==> src/rtl/wordcount_read_stream_source_if.sv <==
// Command and stream bundle between a read-command controller and the
// wordcount read stream source. The source drives the stream and status.
interface wordcount_read_stream_source_if;
  logic         ctrl_start;
  logic [63:0]  ctrl_addr_offset;
  logic [63:0]  ctrl_xfer_size_in_bytes;
  logic         ctrl_done;
  logic         busy;
  logic         m_axis_tvalid;
  logic         m_axis_tready;
  logic [511:0] m_axis_tdata;
  logic         m_axis_tlast;

  modport master (
    input  ctrl_start, ctrl_addr_offset, ctrl_xfer_size_in_bytes, m_axis_tready,
    output ctrl_done, busy, m_axis_tvalid, m_axis_tdata, m_axis_tlast
  );

  modport slave (
    output ctrl_start, ctrl_addr_offset, ctrl_xfer_size_in_bytes, m_axis_tready,
    input  ctrl_done, busy, m_axis_tvalid, m_axis_tdata, m_axis_tlast
  );
endinterface

==> src/rtl/wordcount_read_stream_source.sv <==
// Deterministic read-stream responder: accepts (start, offset, size) and
// emits ceil(size/64) 512-bit beats whose 32-bit lanes are the lane byte
// address XOR SEED, then pulses ctrl_done. All outputs are registered.
module wordcount_read_stream_source #(
  parameter logic [31:0] SEED = 32'h0000_0000
) (
  input  logic                                clk,
  input  logic                                reset,
  wordcount_read_stream_source_if.master      bus
);

  // LOAD is the one-cycle gap between command capture and beat 0 / done.
  typedef enum logic [1:0] {S_IDLE, S_LOAD, S_STREAM, S_DONE} state_e;

  state_e        state_q, state_d;
  logic [31:0]   addr_q, addr_d;
  logic [58:0]   beats_q, beats_d;
  logic [58:0]   idx_q, idx_d;
  logic          tvalid_q, tvalid_d;
  logic          tlast_q, tlast_d;
  logic [511:0]  tdata_q, tdata_d;
  logic          done_q, done_d;
  logic          busy_q, busy_d;

  logic [64:0]   size_round;
  logic [58:0]   idx_inc;
  logic [58:0]   last_idx;
  logic          unused_bits;

  // Only the low 26 index bits reach the 32-bit lane address (idx*64).
  function automatic logic [511:0] gen_beat(input logic [31:0] addr,
                                            input logic [25:0] idx);
    logic [511:0] beat;
    logic [31:0]  base;
    base = addr + {idx, 6'b0};
    for (int i = 0; i < 16; i++) begin
      beat[32*i +: 32] = (base + 32'(4 * i)) ^ SEED;
    end
    return beat;
  endfunction

  // 65-bit rounding sum so a size near 2^64 cannot overflow the beat count.
  assign size_round  = {1'b0, bus.ctrl_xfer_size_in_bytes} + 65'd63;
  assign idx_inc     = idx_q + 59'd1;
  assign last_idx    = beats_q - 59'd1;
  // Upper address bits never reach a lane; rounding remainder is discarded.
  assign unused_bits = ^{bus.ctrl_addr_offset[63:32], size_round[5:0]};

  // Next-state and next-output logic for the command FSM.
  always_comb begin
    // NOTE: every _d gets a default first, so no path leaves one unassigned
    // and no latch is inferred.
    state_d  = state_q;
    addr_d   = addr_q;
    beats_d  = beats_q;
    idx_d    = idx_q;
    tvalid_d = tvalid_q;
    tlast_d  = tlast_q;
    tdata_d  = tdata_q;
    done_d   = 1'b0;
    busy_d   = busy_q;

    unique case (state_q)
      S_IDLE: begin
        if (bus.ctrl_start) begin
          addr_d  = bus.ctrl_addr_offset[31:0];
          beats_d = size_round[64:6];
          idx_d   = '0;
          busy_d  = 1'b1;
          state_d = S_LOAD;
        end
      end
      S_LOAD: begin
        if (beats_q == '0) begin
          done_d  = 1'b1;
          state_d = S_DONE;
        end else begin
          tvalid_d = 1'b1;
          tdata_d  = gen_beat(addr_q, 26'd0);
          tlast_d  = (beats_q == 59'd1);
          state_d  = S_STREAM;
        end
      end
      S_STREAM: begin
        if (tvalid_q && bus.m_axis_tready) begin
          if (idx_q == last_idx) begin
            tvalid_d = 1'b0;
            tlast_d  = 1'b0;
            tdata_d  = '0;
            done_d   = 1'b1;
            state_d  = S_DONE;
          end else begin
            idx_d   = idx_inc;
            tdata_d = gen_beat(addr_q, idx_inc[25:0]);
            tlast_d = (idx_inc == last_idx);
          end
        end
      end
      S_DONE: begin
        busy_d  = 1'b0;
        state_d = S_IDLE;
      end
      default: state_d = S_IDLE;
    endcase
  end

  // State and output registers; reset discards any command in flight.
  always_ff @(posedge clk or negedge reset) begin
    if (!reset) begin
      state_q  <= S_IDLE;
      addr_q   <= '0;
      beats_q  <= '0;
      idx_q    <= '0;
      tvalid_q <= 1'b0;
      tlast_q  <= 1'b0;
      tdata_q  <= '0;
      done_q   <= 1'b0;
      busy_q   <= 1'b0;
    end else begin
      // NOTE: non-blocking assignments so every register samples the
      // pre-edge values regardless of statement order.
      state_q  <= state_d;
      addr_q   <= addr_d;
      beats_q  <= beats_d;
      idx_q    <= idx_d;
      tvalid_q <= tvalid_d;
      tlast_q  <= tlast_d;
      tdata_q  <= tdata_d;
      done_q   <= done_d;
      busy_q   <= busy_d;
    end
  end

  assign bus.m_axis_tvalid = tvalid_q;
  assign bus.m_axis_tlast  = tlast_q;
  assign bus.m_axis_tdata  = tdata_q;
  assign bus.ctrl_done     = done_q;
  assign bus.busy          = busy_q;

endmodule

==> src/flat_wrapper.sv <==
// flat-port wrapper written by rule: the top's interface ports become plain ports
module wordcount_read_stream_source_flat 
#(
  parameter logic [31:0] SEED = 32'h0000_0000
)
  (clk, reset, bus_ctrl_start, bus_ctrl_addr_offset, bus_ctrl_xfer_size_in_bytes, bus_m_axis_tready, bus_ctrl_done, bus_busy, bus_m_axis_tvalid, bus_m_axis_tdata, bus_m_axis_tlast);
  wordcount_read_stream_source_if bus_i ();
  input  logic clk;
  input  logic reset;
  input wire logic [$bits(bus_i.ctrl_start)-1:0] bus_ctrl_start;
  input wire logic [$bits(bus_i.ctrl_addr_offset)-1:0] bus_ctrl_addr_offset;
  input wire logic [$bits(bus_i.ctrl_xfer_size_in_bytes)-1:0] bus_ctrl_xfer_size_in_bytes;
  input wire logic [$bits(bus_i.m_axis_tready)-1:0] bus_m_axis_tready;
  output wire logic [$bits(bus_i.ctrl_done)-1:0] bus_ctrl_done;
  output wire logic [$bits(bus_i.busy)-1:0] bus_busy;
  output wire logic [$bits(bus_i.m_axis_tvalid)-1:0] bus_m_axis_tvalid;
  output wire logic [$bits(bus_i.m_axis_tdata)-1:0] bus_m_axis_tdata;
  output wire logic [$bits(bus_i.m_axis_tlast)-1:0] bus_m_axis_tlast;
  assign bus_i.ctrl_start = bus_ctrl_start;
  assign bus_i.ctrl_addr_offset = bus_ctrl_addr_offset;
  assign bus_i.ctrl_xfer_size_in_bytes = bus_ctrl_xfer_size_in_bytes;
  assign bus_i.m_axis_tready = bus_m_axis_tready;
  assign bus_ctrl_done = bus_i.ctrl_done;
  assign bus_busy = bus_i.busy;
  assign bus_m_axis_tvalid = bus_i.m_axis_tvalid;
  assign bus_m_axis_tdata = bus_i.m_axis_tdata;
  assign bus_m_axis_tlast = bus_i.m_axis_tlast;
  wordcount_read_stream_source #(.SEED(SEED)) u_core (.clk(clk), .reset(reset), .bus(bus_i));
endmodule
==> config.mk <==
export PLATFORM = sky130hd
export DESIGN_NAME = wordcount_read_stream_source_flat
export DESIGN_NICKNAME = d
export VERILOG_FILES = /design/src/rtl/wordcount_read_stream_source_if.sv /design/src/rtl/wordcount_read_stream_source.sv /design/src/flat_wrapper.sv
export SDC_FILE = /design/constraint.sdc
export NUM_CORES = 2
export LEC_CHECK = 0
export CAP_MARGIN = 0
export CORE_ASPECT_RATIO = 0.5
export CORE_UTILIZATION = 45
export CTS_BUF_LIST = sky130_fd_sc_hd__clkbuf_2
export CTS_CLUSTER_DIAMETER = 60
export DETAILED_ROUTE_END_ITERATION = 10
export MAX_ROUTING_LAYER = met4
export PLACE_DENSITY = 0.68
export SLEW_MARGIN = 20
export SYNTH_ARGS = -nofsm -noshare
export SYNTH_HDL_FRONTEND = slang
export SYNTH_SLANG_ARGS = --single-unit
==> constraint.sdc <==
create_clock -name clk -period 6.89 [get_ports clk]
set_input_delay 1.378 -clock clk [delete_from_list [all_inputs] [get_ports clk]]
set_output_delay 1.378 -clock clk [all_outputs]
set_load 0.01 [all_outputs]
## Word level (Yosys, flattened, before mapping)

Index checks and enable logic that the tools add are counted.

| word-level totals | value |
|---|---|
| bits of input ports | 132 |
| flip-flop bits (word level) | 668 |

| operators by class | value |
|---|---|
| reduce and logical (&&, ||, !) cells | 12 |
| $add $sub $neg | 34 |
| eq/ne operators | 11 |
| multiplexer cells | 27 |

Operators by type and width:

| kind | count |
|---|---|
| $mux W512 | 3 |
| $pmux W512 S2 | 1 |
| $add A32 B6 Y32 const B | 16 |
| $add A32 B5 Y32 const B | 8 |
| $mux W59 | 3 |
| $add A32 B4 Y32 const B | 4 |
| $eq A59 B59 Y1 | 2 |
| $pmux W59 S2 | 1 |
| $add A64 B6 Y65 const B | 1 |
| $add A32 B3 Y32 const B | 2 |
| $add A59 B1 Y59 const B | 1 |
| $eq A59 B1 Y1 const B | 1 |
| $logic_not A59 Y1 | 1 |
| $sub A59 B1 Y59 const B | 1 |
| $add A32 B32 Y32 | 1 |
| $mux W1 | 11 |
| $pmux W1 S2 | 4 |
| $pmux W2 S4 | 1 |
| $reduce_and A4 Y1 | 2 |
| $mux W2 | 3 |
| $ne A2 B2 Y1 const B | 3 |
| $reduce_and A3 Y1 | 2 |
| $reduce_bool A2 Y1 | 3 |
| $eq A2 B2 Y1 const B | 2 |
| other kinds (5) | 7 |

## Longest topological paths before layout

| logic depth | value |
|---|---|
| depth in word-level cells | 6 |
| mapped depth | 24 |
| mapped depth without buffers | 18 |

## Least setup slack after synthesis

OpenSTA, ideal clock, no wires.

| timing path | value |
|---|---|
| path type | register to register |
| start | register u_core.idx_q[3] |
| end | register u_core.tdata_q[254] (netlist: u_core.bus.m_axis_tdata[254]) |
| setup slack | 1732 ps |
| clock period less this slack | 5158 ps |
| library setup time | 83 ps |
| data required time | 6807 ps |
| data arrival time | 5075 ps |
| cell stages (with the launch flop) | 24 |
| cell sequence | dfrtp_1 clkbuf_1 and4_1 and2_1 clkbuf_1 nand3_1 nor2_1 xnor2_1 inv_1 ha_1 clkbuf_1 nand2_1 or3_1 o21ai_0 mux2i_1 nor4_1 clkbuf_1 nand3_1 clkbuf_1 nor4_1 buf_2 nand3_1 xor2_1 o21ai_0 |

| between the ends | value |
|---|---|
| word-level cells in the longest chain between the ends | 6 |
| elaborated cells between the ends (all ways) | 7 |
| classes of those cells | add/sub (3); eq/ne (1); mux (3) |

Ends and longest elaborated chain:

| what | RTL line | text |
|---|---|---|
| start: declaration | wordcount_read_stream_source.sv:18 | `logic [58:0] idx_q, idx_d;` |
| start signal: assignment | wordcount_read_stream_source.sv:125 | `idx_q <= idx_d;` |
| $add A59 B1 Y59 | wordcount_read_stream_source.sv:44 | `assign idx_inc = idx_q + 59'd1;` |
| $add A32 B32 Y32 | wordcount_read_stream_source.sv:35 | `base = addr + {idx, 6'b0};` |
| $add A32 B5 Y32 | wordcount_read_stream_source.sv:37 | `beat[32*i +: 32] = (base + 32'(4 * i)) ^ SEED;` |
| $mux W512 (*) | wordcount_read_stream_source.sv:86 | `if (idx_q == last_idx) begin` |
| $mux W512 (*) | wordcount_read_stream_source.sv:85 | `if (tvalid_q && bus.m_axis_tready) begin` |
| $pmux W512 S2 (*) | wordcount_read_stream_source.sv:63 | `unique case (state_q)` |
| end signal: assignment | wordcount_read_stream_source.sv:128 | `tdata_q <= tdata_d;` |
| end: declaration | wordcount_read_stream_source.sv:21 | `logic [511:0] tdata_q, tdata_d;` |

Mark *: on every way between the ends. The rest lies on a longest branch, timed or not. The select of a mux whose other input is x is not followed.
A chain may end at the register's enable or synchronous reset.

## Worst setup path in the final report

| timing path | value |
|---|---|
| start | register u_core.idx_q[0] |
| end | register u_core.tdata_q[412] (netlist: u_core.bus.m_axis_tdata[412]) |

| between the ends | value |
|---|---|
| word-level cells in the longest chain between the ends | 6 |
| elaborated cells between the ends (all ways) | 7 |
| classes of those cells | add/sub (3); eq/ne (1); mux (3) |

Ends and longest elaborated chain:

| what | RTL line |
|---|---|
| $add A59 B1 Y59 | wordcount_read_stream_source.sv:44 |
| $add A32 B32 Y32 | wordcount_read_stream_source.sv:35 |
| $add A32 B6 Y32 | wordcount_read_stream_source.sv:37 |
| $mux W512 (*) | wordcount_read_stream_source.sv:86 |
| $mux W512 (*) | wordcount_read_stream_source.sv:85 |
| $pmux W512 S2 (*) | wordcount_read_stream_source.sv:63 |

Marks and branches as above.

==> flow_summary.yaml <==
status:
  status: "finished clean"
drt:
  vias: 48996
  met2WireLength_mm: 101
  top_layer: "met4"
  via_per_inst: 6.31
  ant_nets: 0
  drc: 0
  wl_met1_mm: 93.5
  drtPass1Iterations: 9
  first_iter_violations: 7269
  met3WireLength_mm: 30.6
  wl_per_cell_um: 30.7
  routed_wl_mm: 238
flow_run:
  cap_violations: 0
setup_path:
  worstPathMaxFanout: 12
  reg2reg_slack_ns: 0.41
  path_buf_inv: 1
  criticalPathCategory: "reg -> reg"
  worstPathRequired_ns: 8.40
  crit_end: "u_core.bus.m_axis_tdata[412]$_DFFE_PN0P_"
  crit_slowest_cell: "a211oi_2"
  crit_chain: "ha_1 -> and2_1 -> nand3_1 -> xor2_1 -> inv_1 -> ha_1 -> nand4_1 -> and2b_1 -> a22oi_1 -> a211oi_2 -> nand4_1 -> nor4_1 -> nand4b_1 -> nor4_1 -> xnor2_1 -> a21oi_1 -> nor2_1"
  cp-end-kind: "register"
  arrival_ns: 7.99
  cp.depth: 17
  r2r-start: "u_core.idx_q[0]$_DFFE_PN0P_"
  crit_start: "u_core.idx_q[0]$_DFFE_PN0P_"
  worstRegToRegCells: 17
  max_stage_delay_ns: 0.76
  crit_family: "simple AND/OR/NAND/NOR gates"
  start_kind: "register"
  timing.rr.end: "u_core.bus.m_axis_tdata[412]$_DFFE_PN0P_"
finish:
  nFillCells: 9620
  area.growth.synth_to_final_pct: 19.6
  layout.nets: 6482
  drive_gt1_frac: 0.0947
  final_cells: 7763
  post-route-util: 0.546
global_route:
  grt_pass1_vias: 46166
  antenna_found_initial: 20
  groute.usage.overall: 0.465
  gr-total-overflow: 0
  grt_max_degree: 267
  grt_pass1_wl_mm: 337
sta:
  finalHoldViolations: 0
  finalMaxSlewViolations: 0
  postLayoutSetupSlackWorst_ns: 0.411
  min_period_over_period: 0.940
  fmax_ghz: 0.154
  max_slew.worst_pin.slew_ns: 1.31
  fin_skew_ns: 0.120
  setup_viol: 0
  period_needed_ns: 6.48
  slew_headroom: 0.119
  fin_setup_tns_ns: 0
  rsz0062_at_grt: "no"
clocking:
  worstSkewPairLatency_ns: 1.71
  cts_root_buf: "clkbuf_2"
  cts_buffers: 144
  cts_buffer_depth: 3
  cts_max_level: 4
  clk_pin_slew_ns: 0.13
  clock_sinks: 604
  post_cts_buffers: 0
  tritoncts: "yes"
yosys:
  synthesis.area_um2: 46000
  synth.largest_area_cell: "dfrtp_1"
  syn_inst: 5856
  yosys_register_bits: 604
  syn_nets: 6038
  synthFlopType: "dfrtp_1"
  yosys-top-cells-area: "dfrtp_1 33%, xnor2_1 12%, xor2_1 6.6%, o21ai_0 6.6%, nor2_1 6.3%"
  postSynthAreaPerCell_um2: 7.85
  ys_async_sr_fraction: 1.00
  synth-seq-area-share: 0.329
  yosys_warnings: 0
  synth_common_cells: "770 x nor2_1, 642 x xnor2_1, 620 x nand2_1, 604 x dfrtp_1, 602 x o21ai_0"
  synth_edf_count: 0
  synth_top_cell_area_share: 0.329
  synth.distinct_cells: 100
  yosys.cell_count.top_type: "nor2_1"
die:
  initial_core_util: 0.457
  die-area_um2: 104000
  die_h_um: 228
  die_x_um: 454
  coreArea_um2: 101000
  fp-row-count: 82
  io_pins: 648
placed_design:
  place_congestion: 1.14
  hpwl_mm: 176
  place_ws_ns: 0.721
  io_buffers: 615
  place_inst: 7496
pwr:
  p_leak_nw: 20.4
  power_mw: 34.8
  powerDensity_nw_per_um2: 633
  irDropWorstVdd_v: 0.00105
worst_hold_path:
  hold_class: "in -> async"
## layout make-up
type / count / area, um2 / area share
clock inverter: 43 / 314 / 0.00571
sequential: 604 / 15100 / 0.275
tap: 1344 / 1680 / 0.0306
inverter: 62 / 233 / 0.00423
antenna: 23 / 57.6 / 0.00105
multi-input combinational: 4634 / 28400 / 0.517
clock buffer: 199 / 996 / 0.0181
timing repair buffer: 854 / 8170 / 0.149
## how the worst min path moves through the flow
stage / to / slack (ns) / depth (start not counted)
global route: u_core.addr_q[0]$_DFFE_PN0P_ / 0.26 / 2
CTS: u_core.addr_q[30]$_DFFE_PN0P_ / 0.26 / 2
floorplan: u_core.bus.m_axis_tdata[480]$_DFFE_PN0P_ / 0.46 / 1
global placement: u_core.bus.m_axis_tdata[325]$_DFFE_PN0P_ / 0.46 / 2
detailed placement: u_core.bus.m_axis_tdata[485]$_DFFE_PN0P_ / 0.47 / 2
finish: u_core.idx_q[3]$_DFFE_PN0P_ / 0.33 / 2
## report_power, final
part	total [mW]	internal [mW]	switching [mW]
Clock	2.63	0.966	1.66
Combinational	25.2	8.90	16.3
Sequential	6.94	5.34	1.59
## sequential cells by signal, summed over array words and instances, names as in the netlist
register                  flops
u_core.bus.m_axis_tdata     448
u_core.state_q                2
u_core.idx_q                 59
u_core.bus.busy               1
u_core.bus.m_axis_tlast       1
u_core.beats_q               59
u_core.bus.m_axis_tvalid      1
u_core.addr_q                32
u_core.bus.ctrl_done          1
## per-stage QoR
stage          hold WS, ns  area (um2)
3_3_place_gp         0.463       53600
3_5_place_dp         0.470       53600
6_report             0.328       55000
2_1_floorplan        0.461       46000
5_1_grt              0.255       55000
4_1_cts              0.256       54900
## kinds of logic after synthesis
family                   after synthesis  synth area share
AND/OR/NAND/NOR                     2172             0.220
AO/OA/AOI/OAI                       1375             0.177
XOR/XNOR                             992             0.190
buffers and inverters                618            0.0590
flip-flops                           604             0.329
adder cells (fa/ha/maj)               50            0.0138
multiplexers                          45            0.0107
## metal layers
metal  global-route usage  vias to the layer above
met5                    -                        -
met4                0.243                        0
met3                0.163                      762
met2                0.651                     3228
met1                0.587                    23973
li1                     -                    21033
## placed cells by master (no fill, tap or decap), types with 23 or more instances in the layout
cell             instances
and2_1                  27
a21oi_1                320
clkbuf_2               199
nand2_1                618
nor3_1                 169
o31ai_1                 24
mux2_2                  35
ha_1                    48
a31oi_1                 38
or3_1                   42
nand4_1                 78
a22o_1                  23
inv_1                   58
clkinv_1                26
o21ai_1                 39
nor4_1                  93
clkdlybuf4s50_1        614
and3_1                  49
xnor2_1                638
o21ai_0                601
a22oi_1                 37
dfrtp_1                603
diode_2                 23
o221ai_1                65
buf_4                  222
nor2_1                 770
nand3_1                147
o21a_1                  68
xor2_1                 338
## timing repair
item	in CTS	in global routing
gates resized for setup	0	0
endpoints found under the hold margin	82	0
hold buffers	1	0
No activity file was read; power rests on OpenSTA's default activity.
